===== src/rtl/vga_sprite_module.sv =====
// VGA timing generator with a single colour-keyed, integer-scaled sprite.
// Sync, DE and RGB leave through a common ROM_LAT+2 clock pipeline.
module vga_sprite_module #(
  parameter int H_ACTIVE   = 800,
  parameter int H_FP       = 40,
  parameter int H_SYNC     = 128,
  parameter int H_BP       = 88,
  parameter int V_ACTIVE   = 600,
  parameter int V_FP       = 1,
  parameter int V_SYNC     = 4,
  parameter int V_BP       = 23,
  parameter bit SYNC_POL   = 1'b1,
  parameter int COLOR_W    = 4,
  parameter int SPR_W      = 64,
  parameter int SPR_H      = 64,
  parameter int ADDR_W     = 12,
  parameter int ROM_LAT    = 1,
  parameter int SCALE_LOG2 = 0
) (
  input  logic                 CLK,
  input  logic                 RST,
  input  logic [10:0]          Sprite_X,
  input  logic [10:0]          Sprite_Y,
  input  logic                 Key_En,
  input  logic [3*COLOR_W-1:0] Key_Color,
  input  logic [3*COLOR_W-1:0] Bg_Color,
  output logic [ADDR_W-1:0]    Rom_Addr,
  input  logic [3*COLOR_W-1:0] Rom_Data,
  output logic                 HSYNC_Sig,
  output logic                 VSYNC_Sig,
  output logic                 DE_Sig,
  output logic [COLOR_W-1:0]   Red_Sig,
  output logic [COLOR_W-1:0]   Green_Sig,
  output logic [COLOR_W-1:0]   Blue_Sig,
  output logic                 Frame_Start
);

  localparam int H_TOTAL = H_ACTIVE + H_FP + H_SYNC + H_BP;
  localparam int V_TOTAL = V_ACTIVE + V_FP + V_SYNC + V_BP;
  localparam int XW      = $clog2(SPR_W);
  localparam int YW      = $clog2(SPR_H);

  localparam logic [10:0] H_LAST  = 11'(H_TOTAL - 1);
  localparam logic [10:0] V_LAST  = 11'(V_TOTAL - 1);
  localparam logic [10:0] H_ACT   = 11'(H_ACTIVE);
  localparam logic [10:0] V_ACT   = 11'(V_ACTIVE);
  localparam logic [10:0] HS_BEG  = 11'(H_ACTIVE + H_FP);
  localparam logic [10:0] HS_END  = 11'(H_ACTIVE + H_FP + H_SYNC);
  localparam logic [10:0] VS_BEG  = 11'(V_ACTIVE + V_FP);
  localparam logic [10:0] VS_END  = 11'(V_ACTIVE + V_FP + V_SYNC);
  localparam logic [11:0] SPAN_X  = 12'(SPR_W << SCALE_LOG2);
  localparam logic [11:0] SPAN_Y  = 12'(SPR_H << SCALE_LOG2);

  typedef struct packed {
    logic hit;
    logic de;
    logic hs;
    logic vs;
    logic fs;
  } flags_t;

  logic [10:0] h_cnt, v_cnt;
  logic [10:0] sx, sy;
  logic [11:0] dx, dy;
  flags_t      raw_fl;
  flags_t      pipe [ROM_LAT+1];
  flags_t      out_fl;
  logic [3*COLOR_W-1:0] rgb_q;
  logic        key_match;

  // Position is latched only at the start of vertical blanking so a frame never tears.
  always_ff @(posedge CLK) begin
    if (RST) begin
      h_cnt <= '0;
      v_cnt <= '0;
      sx    <= '0;
      sy    <= '0;
    end else begin
      if (h_cnt == H_LAST) begin
        h_cnt <= '0;
        v_cnt <= (v_cnt == V_LAST) ? '0 : v_cnt + 11'd1;
      end else begin
        h_cnt <= h_cnt + 11'd1;
      end
      if (h_cnt == '0 && v_cnt == V_ACT) begin
        sx <= Sprite_X;
        sy <= Sprite_Y;
      end
    end
  end

  always_comb begin
    dx        = {1'b0, h_cnt} - {1'b0, sx};
    dy        = {1'b0, v_cnt} - {1'b0, sy};
    raw_fl.de = (h_cnt < H_ACT) && (v_cnt < V_ACT);
    raw_fl.hs = (h_cnt >= HS_BEG) && (h_cnt < HS_END);
    raw_fl.vs = (v_cnt >= VS_BEG) && (v_cnt < VS_END);
    raw_fl.fs = (h_cnt == '0) && (v_cnt == '0);
    // Negative offsets (bit 11) are misses; no wrap past the right or bottom edge.
    raw_fl.hit = raw_fl.de && !dx[11] && (dx < SPAN_X) && !dy[11] && (dy < SPAN_Y);
  end

  always_ff @(posedge CLK) begin
    if (RST) begin
      for (int unsigned i = 0; i <= ROM_LAT; i++) pipe[i] <= '0;
      Rom_Addr <= '0;
    end else begin
      pipe[0] <= raw_fl;
      for (int unsigned i = 1; i <= ROM_LAT; i++) pipe[i] <= pipe[i-1];
      if (raw_fl.hit)
        Rom_Addr <= {dy[YW+SCALE_LOG2-1:SCALE_LOG2], dx[XW+SCALE_LOG2-1:SCALE_LOG2]};
    end
  end

  always_comb begin
    out_fl    = pipe[ROM_LAT];
    key_match = Key_En && (Rom_Data == Key_Color);
  end

  always_ff @(posedge CLK) begin
    if (RST) begin
      HSYNC_Sig   <= ~SYNC_POL;
      VSYNC_Sig   <= ~SYNC_POL;
      DE_Sig      <= 1'b0;
      Frame_Start <= 1'b0;
      rgb_q       <= '0;
    end else begin
      HSYNC_Sig   <= out_fl.hs ? SYNC_POL : ~SYNC_POL;
      VSYNC_Sig   <= out_fl.vs ? SYNC_POL : ~SYNC_POL;
      DE_Sig      <= out_fl.de;
      Frame_Start <= out_fl.fs;
      if (!out_fl.de)
        rgb_q <= '0;
      else if (out_fl.hit && !key_match)
        rgb_q <= Rom_Data;
      else
        rgb_q <= Bg_Color;
    end
  end

  assign Red_Sig   = rgb_q[3*COLOR_W-1:2*COLOR_W];
  assign Green_Sig = rgb_q[2*COLOR_W-1:COLOR_W];
  assign Blue_Sig  = rgb_q[COLOR_W-1:0];

endmodule

===== config.mk =====
export PLATFORM = sky130hd
export DESIGN_NAME = vga_sprite_module
export DESIGN_NICKNAME = d
export VERILOG_FILES = /design/src/rtl/vga_sprite_module.sv
export SDC_FILE = /design/constraint.sdc
export NUM_CORES = 1
export LEC_CHECK = 0
export ABC_AREA = 1
export CELL_PAD_IN_SITES_DETAIL_PLACEMENT = 0
export CELL_PAD_IN_SITES_GLOBAL_PLACEMENT = 1
export CORE_AREA = 2 2 126 140
export DETAILED_ROUTE_END_ITERATION = 8
export DIE_AREA = 0 0 128 142
export GPL_ROUTABILITY_DRIVEN = 0
export MAX_ROUTING_LAYER = met4
export PLACE_DENSITY_LB_ADDON = 0.25
export SLEW_MARGIN = 20
export SYNTH_ARGS = -nofsm -noshare
export SYNTH_HDL_FRONTEND = slang
export SYNTH_SLANG_ARGS = --single-unit

===== constraint.sdc =====
create_clock -name CLK -period 2.83 [get_ports CLK]
set_input_delay 0.566 -clock CLK [delete_from_list [all_inputs] [get_ports CLK]]
set_output_delay 0.566 -clock CLK [all_outputs]
set_load 0.005 [all_outputs]

==> results by group <==
Outcome
  – Status: finished, final reports clean

Finish
  – Fill count: 1,831
  – Nets: 969
  – Fin cells: 1,092
  – N_diodes: 0
  – Share of cells above drive strength 1: 0.0656
  – Final Core Density: 0.391
  – Area of the multi-input gates: 0.00289 mm²
  – Area delta synth->final: 29.0%
  – Storage cell area: 0.00164 mm²

CTS
  – CTS tree: yes
  – H-tree depth: 3
  – Clock root buffer: clkbuf_16
  – Clk buf depth: 2
  – Cts bufs inserted: 9
  – # clock sinks: 82
  – Number of hold buffers added after CTS: 0
  – Clock insertion delay at the later pin of the skew report: 0.36 ns
  – Clk slew on worst S/H paths: 0.07 ns

Timing
  – Fin crit period: 2.55 ns
  – Tcrit/Tclk final: 0.900
  – Max transition margin: 0.471
  – Endpoints failing setup: 0
  – Slew at the pin closest to its max-slew limit: 0.791 ns
  – FMAX: 393 MHz
  – Slew Viols, Final: 0
  – RSZ-0062 raised after global routing: no
  – Final Hold Viols: 0
  – Fin Clk Skew: 0.00979 ns
  – Final worst slack: 0.284 ns
  – Setup_tns: 0 ns

Synthesis
  – Synth warn: 0
  – Post-Syn Nets: 874
  – Post-synthesis sequential area ratio: 0.323
  – Main synth FF type: dfxtp_1
  – Synth top cells by count: 167 x nand2_1, 126 x nor2_1, 123 x inv_1, 82 x dfxtp_1, 60 x nand3_1
  – Netlist cell types: 41
  – Synth top area share: 0.323
  – Post-synth EDFFs: 0
  – Mean post-synth cell area: 6.49 µm²
  – Post-synthesis instance area: 0.00508 mm²
  – Most area-consuming cells after synthesis: dfxtp_1 32%, nand2_1 12%, nor2_1 9.3%
  – Post-synth ARST share: 0
  – Yosys reg bits: 82
  – Cells after Synth: 784
  – Most numerous cell in the Yosys netlist: nand2_1
  – Synth area leader: dfxtp_1

Placed design
  – Post-Place Cells: 1,075
  – DP HPWL: 11,500 µm
  – Setup WS pre-CTS: 0.267 ns
  – Port bufs: 88

Flow run
  – Max-cap violations: 0

Die
  – Overall die height: 142 µm
  – Die area: 0.0182 mm²
  – Ports: 89
  – Core ar.: 0.0168 mm²
  – Initial Util: 0.303
  – FP Rows: 50
  – Die width: 128 µm

Global route
  – First-pass GRT wire length: 23,500 µm
  – Pin count of the biggest net entering global routing: 19
  – Tot GR Track Use: 0.168
  – Total congestion overflow: 0
  – Number of global-route vias before repair: 4,809
  – Initial antenna violation count: 0

Worst setup path
  – Critical Path RT: 3.08 ns
  – Maximum net fanout on the critical path: 4
  – Worst setup EP type: flop
  – Top delay family on crit path: simple AND/OR/NAND/NOR gates
  – Critical path's largest stage delay: 0.44 ns
  – Most common cell on crit path: nand2_1
  – Worst Path Buf+Inv: 3
  – Ordered list of cells on the worst path: inv_1, ha_1, inv_1, fa_1, nand2_1, nand3_1, nand3_1, nand2_1, nand2_1, nand2_1, inv_1, nand3_1, nor3_1, nand3_1, nand2_1, nor2_1
  – CP startpoint kind: flop
  – Critical-path top delay cell: fa_1
  – Crit path kind: reg2reg
  – Arrival time of the worst setup path: 2.80 ns

Power
  – Pwr/cell area: 469 mW/mm²
  – P_leak: 3.01 nW
  – Total Power: 3.08 mW
  – Cell Int Power: 2.23 mW
  – Worst vdd ir: 0.262 mV
  – Clock power share: 0.408
  – Seq pwr share: 0.407
  – Psw: 0.850 mW
  – Sw frac: 0.276
  – Power share of the combinational group: 0.184

Detailed routing
  – Routed Antenna Nets: 0
  – Final WL: 14,400 µm
  – 1st-iter DRT viols: 203
  – Routed via count: 4,977
  – DR WL/cell: 13.2 µm
  – Drt drc: 0
  – Post-DR vias/cell: 4.56
  – DR pass1 iterations: 4

Min path
  – Tightest Hold Check Type: reg2reg
placed cells by master, fill, tap and decap left out, types with 13 or more instances in the layout:
cell type,Yosys,routed
nor2_1,126,126
nand4_1,13,13
inv_1,123,123
nor3_1,59,59
nand2_1,167,167
a21oi_1,24,24
dfxtp_1,82,82
ha_1,27,27
clkdlybuf4s50_1,0,88
nand3_1,60,60
cells by family (layout without fill, tap and decap cells):
family / count (synthesis) / after routing / share of synthesized area
and+or+nand+nor: 458 / 459 / 0.405
buffers and inverters: 148 / 247 / 0.112
DFF: 82 / 82 / 0.323
AOI/OAI and AO/OA: 49 / 49 / 0.0551
adders and majority gates: 29 / 29 / 0.0743
xor gates and xnor gates: 18 / 18 / 0.0310
layout make-up:
type,count,area share
inverters,132,0.0759
clock inverters,6,0.0113
clock buffers,10,0.0364
multi-input cells,555,0.440
flip-flops and latches,82,0.250
well taps,208,0.0397
repair buffers,99,0.147
sequential cells by signal (all words and copies together), names as in the netlist:
name,flops
HSYNC_Sig,1
Frame_Start,1
rgb_q,12
VSYNC_Sig,1
sy,11
DE_Sig,1
Rom_Addr,12
sx,11
h_cnt,11
v_cnt,11
pipe,10
path summary, 6_finish.rpt:
kind,from,endpoint,slack [ns],cells after the start
min,pipe[0][7],HSYNC_Sig,0.40,2
max reg2reg,h_cnt[0],Rom_Addr[6],0.28,16
max,h_cnt[0],Rom_Addr[6],0.28,16
min reg2reg,pipe[0][7],HSYNC_Sig,0.40,2
worst reg2reg max path, delay by kind of cell, from the launching register on:
family / cells / cell delay [ns]
adder cells (fa/ha/maj): 2 / 0.59
buffers and inverters: 3 / 0.22
flip-flops: 1 / 0.32
AND/OR/NAND/NOR: 11 / 1.30
power groups by stage:
| stage | logic, mW | clock network [mW] | registers, mW |
|---|---|---|---|
| after floorplan | 0.302 | 0 | 1.28 |
| after global placement | 0.564 | 0 | 1.28 |
| after detailed placement | 0.562 | 0 | 1.28 |
| after CTS | 0.565 | 1.28 | 1.26 |
| after global routing | 0.643 | 1.33 | 1.26 |
| final | 0.567 | 1.26 | 1.25 |
through the flow:
step	hold slack, ns	instance area [µm²]
global placement	0.391	6240
global route	0.421	6560
floorplan	0.388	5080
detailed placement	0.396	6240
CTS	0.406	6550
finish	0.400	6560
per-layer routing:
metal	vias up	track usage	wire length, µm	part of all wire
li1	2671	-	-	-
met3	22	0.0233	490	0.034
met1	2175	0.205	6890	0.48
met5	-	-	0	0
met2	109	0.280	6720	0.47
met4	0	0.0723	335	0.023
what timing repair did:
item	CTS	global route
buffers inserted	0	0
resized for setup	0	1
endpoints found under the setup margin	0	8
(Power assumes the default switching activity.)
